File: config.mk
export PLATFORM = sky130hd
export DESIGN_NAME = bscan_dtm_ctrl
export DESIGN_NICKNAME = d
export VERILOG_FILES = /design/src/rtl/bscan_dtm_ctrl.sv
export SDC_FILE = /design/constraint.sdc
export NUM_CORES = 1
export LEC_CHECK = 0
export ABC_AREA = 0
export CAP_MARGIN = 5
export CORE_MARGIN = 1
export CORE_UTILIZATION = 45
export DETAILED_ROUTE_END_ITERATION = 12
export MAX_ROUTING_LAYER = met4
export PLACE_DENSITY = 0.73
export SLEW_MARGIN = 15
export SYNTH_ARGS = -nofsm -noshare
export SYNTH_HDL_FRONTEND = slang
export SYNTH_SLANG_ARGS = --single-unit
File: constraint.sdc
create_clock -name clock -period 1.94 [get_ports clock]
set_input_delay 0.388 -clock clock [delete_from_list [all_inputs] [get_ports clock]]
set_output_delay 0.388 -clock clock [all_outputs]
set_load 0.1 [all_outputs]
File: src/rtl/bscan_dtm_ctrl.sv
// ----------------------------------------------------------------------------
// bscan_dtm_ctrl
//
// Debug-transport controller that sits behind a BSCANE2 USER chain. It owns
// the DR shift register, reports status on Capture-DR and turns each
// Update-DR edge into at most one register read or write toward the debug
// module.
//
// DR layout (LSB is shifted first):
//   sr[1:0]                         op / status
//   sr[DATA_BITS+1:2]               data
//   sr[DR_BITS-1:DATA_BITS+2]       addr
//
// Ports:
//   clock, reset         TCK-derived clock, synchronous active-high reset
//   bscan_sel            USER instruction selected; qualifies all bscan_* inputs
//   bscan_capture        Capture-DR
//   bscan_shift          Shift-DR
//   bscan_update         Update-DR level (acted on at its rising edge)
//   bscan_reset          TAP test-logic-reset (clears chain-side state only)
//   bscan_tdi/bscan_tdo  serial in / out
//   req_*                register-access request (valid/ready handshake)
//   resp_*               single-cycle response from the debug module
//   busy                 a transaction is in flight
// ----------------------------------------------------------------------------
module bscan_dtm_ctrl #(
    parameter int unsigned ADDR_BITS = 7,
    parameter int unsigned DATA_BITS = 32
) (
    input  logic                 clock,
    input  logic                 reset,
    input  logic                 bscan_sel,
    input  logic                 bscan_capture,
    input  logic                 bscan_shift,
    input  logic                 bscan_update,
    input  logic                 bscan_reset,
    input  logic                 bscan_tdi,
    output logic                 bscan_tdo,
    output logic                 req_valid,
    input  logic                 req_ready,
    output logic                 req_write,
    output logic [ADDR_BITS-1:0] req_addr,
    output logic [DATA_BITS-1:0] req_wdata,
    input  logic                 resp_valid,
    input  logic [DATA_BITS-1:0] resp_rdata,
    input  logic                 resp_error,
    output logic                 busy
);

    localparam int unsigned DR_BITS = ADDR_BITS + DATA_BITS + 2;

    localparam logic [1:0] OP_NOP   = 2'd0;
    localparam logic [1:0] OP_READ  = 2'd1;
    localparam logic [1:0] OP_WRITE = 2'd2;
    localparam logic [1:0] OP_CLEAR = 2'd3;

    localparam logic [1:0] ST_OK    = 2'd0;
    localparam logic [1:0] ST_ERR   = 2'd2;
    localparam logic [1:0] ST_BUSY  = 2'd3;

    typedef enum logic [1:0] {
        StIdle = 2'd0,
        StReq  = 2'd1,
        StWait = 2'd2
    } state_t;

    state_t               r_state;
    logic [DR_BITS-1:0]   r_sr;
    logic                 r_sticky_err;
    logic                 r_sticky_busy;
    logic [ADDR_BITS-1:0] r_last_addr;
    logic [DATA_BITS-1:0] r_last_rdata;
    logic                 r_upd_q;
    logic                 r_req_valid;
    logic                 r_req_write;
    logic [ADDR_BITS-1:0] r_req_addr;
    logic [DATA_BITS-1:0] r_req_wdata;
    logic                 r_busy;

    logic                 w_capture;
    logic                 w_shift;
    logic                 w_upd_lvl;
    logic                 w_upd_rise;
    logic [1:0]           w_op;
    logic [DATA_BITS-1:0] w_sr_data;
    logic [ADDR_BITS-1:0] w_sr_addr;
    logic [1:0]           w_status;
    logic                 w_is_access;

    // Chain qualifiers; capture takes priority over shift.
    assign w_capture  = bscan_sel & bscan_capture;
    assign w_shift    = bscan_sel & bscan_shift & ~bscan_capture;
    assign w_upd_lvl  = bscan_sel & bscan_update;
    assign w_upd_rise = w_upd_lvl & ~r_upd_q;

    // Fields decoded from the pre-edge shift register contents.
    assign w_op        = r_sr[1:0];
    assign w_sr_data   = r_sr[DATA_BITS+1:2];
    assign w_sr_addr   = r_sr[DR_BITS-1:DATA_BITS+2];
    assign w_is_access = (w_op == OP_READ) || (w_op == OP_WRITE);

    // Busy outranks error in the reported status.
    always_comb begin
        w_status = ST_OK;
        if ((r_state != StIdle) || r_sticky_busy) begin
            w_status = ST_BUSY;
        end else if (r_sticky_err) begin
            w_status = ST_ERR;
        end
    end

    always_ff @(posedge clock) begin
        if (reset) begin
            r_state       <= StIdle;
            r_sr          <= '0;
            r_sticky_err  <= 1'b0;
            r_sticky_busy <= 1'b0;
            r_last_addr   <= '0;
            r_last_rdata  <= '0;
            r_upd_q       <= 1'b0;
            r_req_valid   <= 1'b0;
            r_req_write   <= 1'b0;
            r_req_addr    <= '0;
            r_req_wdata   <= '0;
            r_busy        <= 1'b0;
        end else begin
            r_upd_q <= w_upd_lvl;

            if (bscan_reset) begin
                // Chain-side state only; the bus transaction carries on.
                r_sr          <= '0;
                r_sticky_err  <= 1'b0;
                r_sticky_busy <= 1'b0;
                r_upd_q       <= 1'b0;
            end else begin
                if (w_capture) begin
                    r_sr <= {r_last_addr, r_last_rdata, w_status};
                end else if (w_shift) begin
                    r_sr <= {bscan_tdi, r_sr[DR_BITS-1:1]};
                end

                if (w_upd_rise) begin
                    if (w_op == OP_CLEAR) begin
                        // Clears bookkeeping only; an in-flight access is not aborted.
                        r_sticky_busy <= 1'b0;
                        r_sticky_err  <= 1'b0;
                    end else if (w_is_access) begin
                        if (r_state != StIdle) begin
                            r_sticky_busy <= 1'b1;
                        end else if (!r_sticky_busy && !r_sticky_err) begin
                            r_req_addr  <= w_sr_addr;
                            r_req_wdata <= w_sr_data;
                            r_req_write <= (w_op == OP_WRITE);
                            r_last_addr <= w_sr_addr;
                            r_req_valid <= 1'b1;
                            r_busy      <= 1'b1;
                            r_state     <= StReq;
                        end
                    end
                end
            end

            // Bus side. Placed last so a response error lands even if a
            // clear-sticky update happens in the same cycle.
            case (r_state)
                StReq: begin
                    if (req_ready) begin
                        r_req_valid <= 1'b0;
                        r_state     <= StWait;
                    end
                end
                StWait: begin
                    if (resp_valid) begin
                        if (!r_req_write) begin
                            r_last_rdata <= resp_rdata;
                        end
                        if (resp_error) begin
                            r_sticky_err <= 1'b1;
                        end
                        r_busy  <= 1'b0;
                        r_state <= StIdle;
                    end
                end
                default: ;
            endcase
        end
    end

    assign bscan_tdo = r_sr[0];
    assign req_valid = r_req_valid;
    assign req_write = r_req_write;
    assign req_addr  = r_req_addr;
    assign req_wdata = r_req_wdata;
    assign busy      = r_busy;

endmodule

==> out/results.ini <==
[status]
run_status = completed

[route]
drc = 0
wl_per_cell_um = 14.02
dr.first_iter.drc_count = 147
ant_nets = 0
dr.pass1.iters = 5
num_vias = 4243
vias_per_cell = 5.168
drt_wl_total_mm = 11.51

[power]
pwr-share-seq = 0.410
pwr_density_cell_nw_per_um2 = 972.9
p_clk_frac = 0.538
combPwrFrac = 0.052
switching_share = 0.2128
switchingPower_mw = 1.306
leakage_nw = 2.230
ir_worst_vdd_mv = 0.5319
intPower_mw = 4.833

[grt]
grt_pass1_wl_mm = 19.46
grt_max_degree = 61
antenna_found_initial = 0
grt_pass1_vias = 4124
grt.total_usage = 0.2296
overflow = 0

[die]
core_sq_um = 10280
initial_core_util = 0.4637
die_height_um = 104.9
dieWidth_um = 104.9
io_pins = 86
rows = 37
die_area_sq_um = 11010

[logic_synthesis]
postSynthCellCount = 595
yosys_warnings = 0
ys_types = 31
avgSynthCellArea_sq_um = 8.010
ys_seq_elements = 120
synth_seq_area_share = 0.5041
async_flop_share = 0
synth_edf_count = 0
syn_area_sq_um = 4766
synth_nets = 644
ys.flop_type = dfxtp_1

[setup_path]
critPathLaunchType = register
path_class = reg -> reg
cp_data_arrival_time_ns = 2.17
endpoint_kind = register
required_ns = 2.36
crit_path_max_fanout = 21

[cells_and_area]
area_growth_syn_to_layout_pct = 32.40
n_fill_cell = 897
diodes = 0
final_util = 0.6140
drive_above_1_share = 0.1606
nNetsFinal = 721
fin_area_sq_um = 6310

[timing]
setup_viol = 0
rsz0062_at_grt = false
fin_skew_ns = 0.007981
max-slew-margin-rel = 0.5821
finalHoldViolations = 0
timing.final.crit_share = 0.9053
worst_pin_slew_ns = 0.6268
fmax_mhz = 569.4
final_max_slew_viol_count = 0
post-route-min-period_ns = 1.756

[clock_tree]
cts_made_buffers = 17
cts_root_buffer = clkbuf_8
cts_tree = yes
ctsHoldBuffers = 0
path_clk_slew_ns = 0.06
cts_buffer_depth = 2
clock-sinks = 120
clk_latency_ns = 0.51
postCtsSetupBuffers = 0
h-tree-depth = 4
cts-resized-gates = 0

[worst_hold_path]
hp-class = in -> reg

[place]
dp_hpwl_mm = 7.545
gp_congestion = 0.8379
place_area_sq_um = 5663
numPortBuffers = 85

[run]
cap_violations = 0

-- metrics by stage --
step | power (mW) | setup TNS, ns | instances | worst slack (ns) | hold WS (ns)
2_1_floorplan | 2.732 | 0 | 595 | 0.05833 | 0.4366
3_3_place_gp | 2.877 | -0.6555 | 789 | -0.04345 | 0.4413
3_5_place_dp | 2.884 | -1.761 | 789 | -0.1048 | 0.4470
4_1_cts | 6.163 | 0 | 821 | 0.04985 | 0.1492
5_1_grt | 6.317 | 0 | 821 | 0.03425 | 0.1694
6_report | 6.139 | 0 | 821 | 0.1838 | 0.1591
-- power by group through the flow --
stage / Combinational, mW / Sequential (mW) / Clock, mW
floorplan: 0.164 / 2.57 / 0
global placement: 0.308 / 2.57 / 0
detailed placement: 0.313 / 2.57 / 0
CTS: 0.317 / 2.52 / 3.33
global route: 0.349 / 2.52 / 3.45
finish: 0.317 / 2.52 / 3.30
-- critical path: stages (launching register included) --
cell and delay (ns):
dfxtp_1 0.39, inv_1 0.08, ha_1 0.27, nor3b_2 0.20, and3_1 0.26, buf_6 0.21
nor2_1 0.05, a211oi_1 0.18
-- state kept, by name, indices dropped and copies added, names as in the netlist --
signal and cells:
r_sr 41, r_last_rdata 32, req_wdata 32, req_addr 7, r_state 2, busy 1, r_sticky_busy 1, r_sticky_err 1
r_upd_q 1, req_valid 1, req_write 1
-- cells by family after synthesis --
family                     count (synthesis)  share of synthesized area
buffers and inverters                     53                    0.06380
and+or+nand+nor                          287                     0.2384
muxes                                      3                   0.006301
DFF                                      120                     0.5041
adders and majority gates                  6                    0.01575
AOI/OAI and AO/OA                        126                     0.1717
-- synth_stat cells (2+ instances only) --
cell	instances	area, sq um
a211oi_1	4	30.03
a21oi_1	69	345.3
a21oi_2	8	70.07
a311oi_1	37	324.1
and3_1	2	12.51
buf_2	18	90.09
buf_4	8	60.06
buf_8	4	60.06
clkbuf_1	16	60.06
dfxtp_1	120	2402
ha_1	6	75.07
inv_1	6	22.52
mux2i_1	3	30.03
nand2_1	219	822.0
nand2b_1	3	18.77
nand3_1	5	25.02
nor2_1	47	176.4
nor3_1	2	10.01
o21a_1	2	15.01
o21ai_0	5	25.02
-- metal layers --
layer  global-route usage  wire length (um)
met1               0.2704              5049
met2               0.3784              5665
met3              0.05053               601
met4              0.09759               193
met5                    -                 0
-- path summary, 6_finish.rpt --
kind | from | end | slack [ns] | depth (start not counted)
max | r_sr[1] | busy | 0.18 | 7
min | reset | r_last_rdata[31] | 0.16 | 2
max reg2reg | r_sr[1] | busy | 0.18 | 7
min reg2reg | req_wdata[10] | req_wdata[10] | 0.45 | 2
-- area by class of cell --
cell class | instances | area (sq um) | area share
Clock buffer | 20 | 456.7 | 0.07238
Sequential cell | 120 | 2406 | 0.3813
Multi-Input combinational cell | 422 | 2074 | 0.3288
Tap cell | 136 | 170.2 | 0.02697
Clock inverter | 12 | 171.4 | 0.02717
Timing Repair Buffer | 105 | 1008 | 0.1598
Inverter | 6 | 22.52 | 0.003569
-- layout by cell type (no fill, tap or decap), types with 2 or more instances in the layout --
master,instances
nor3_1,2
clkinv_2,4
bufinv_16,4
clkdlybuf4s50_1,41
a21oi_1,69
clkinvlp_4,3
ha_1,6
clkbuf_16,17
nand2b_1,3
nor2_1,46
inv_1,6
nand3_1,5
buf_6,2
dfxtp_1,119
mux2i_1,3
buf_4,52
a21oi_2,8
a211oi_1,4
nand2_1,219
buf_12,9
clkbuf_8,2
a311oi_1,37
and3_1,2
o21ai_0,5
No activity file was read; power rests on OpenSTA's default activity.
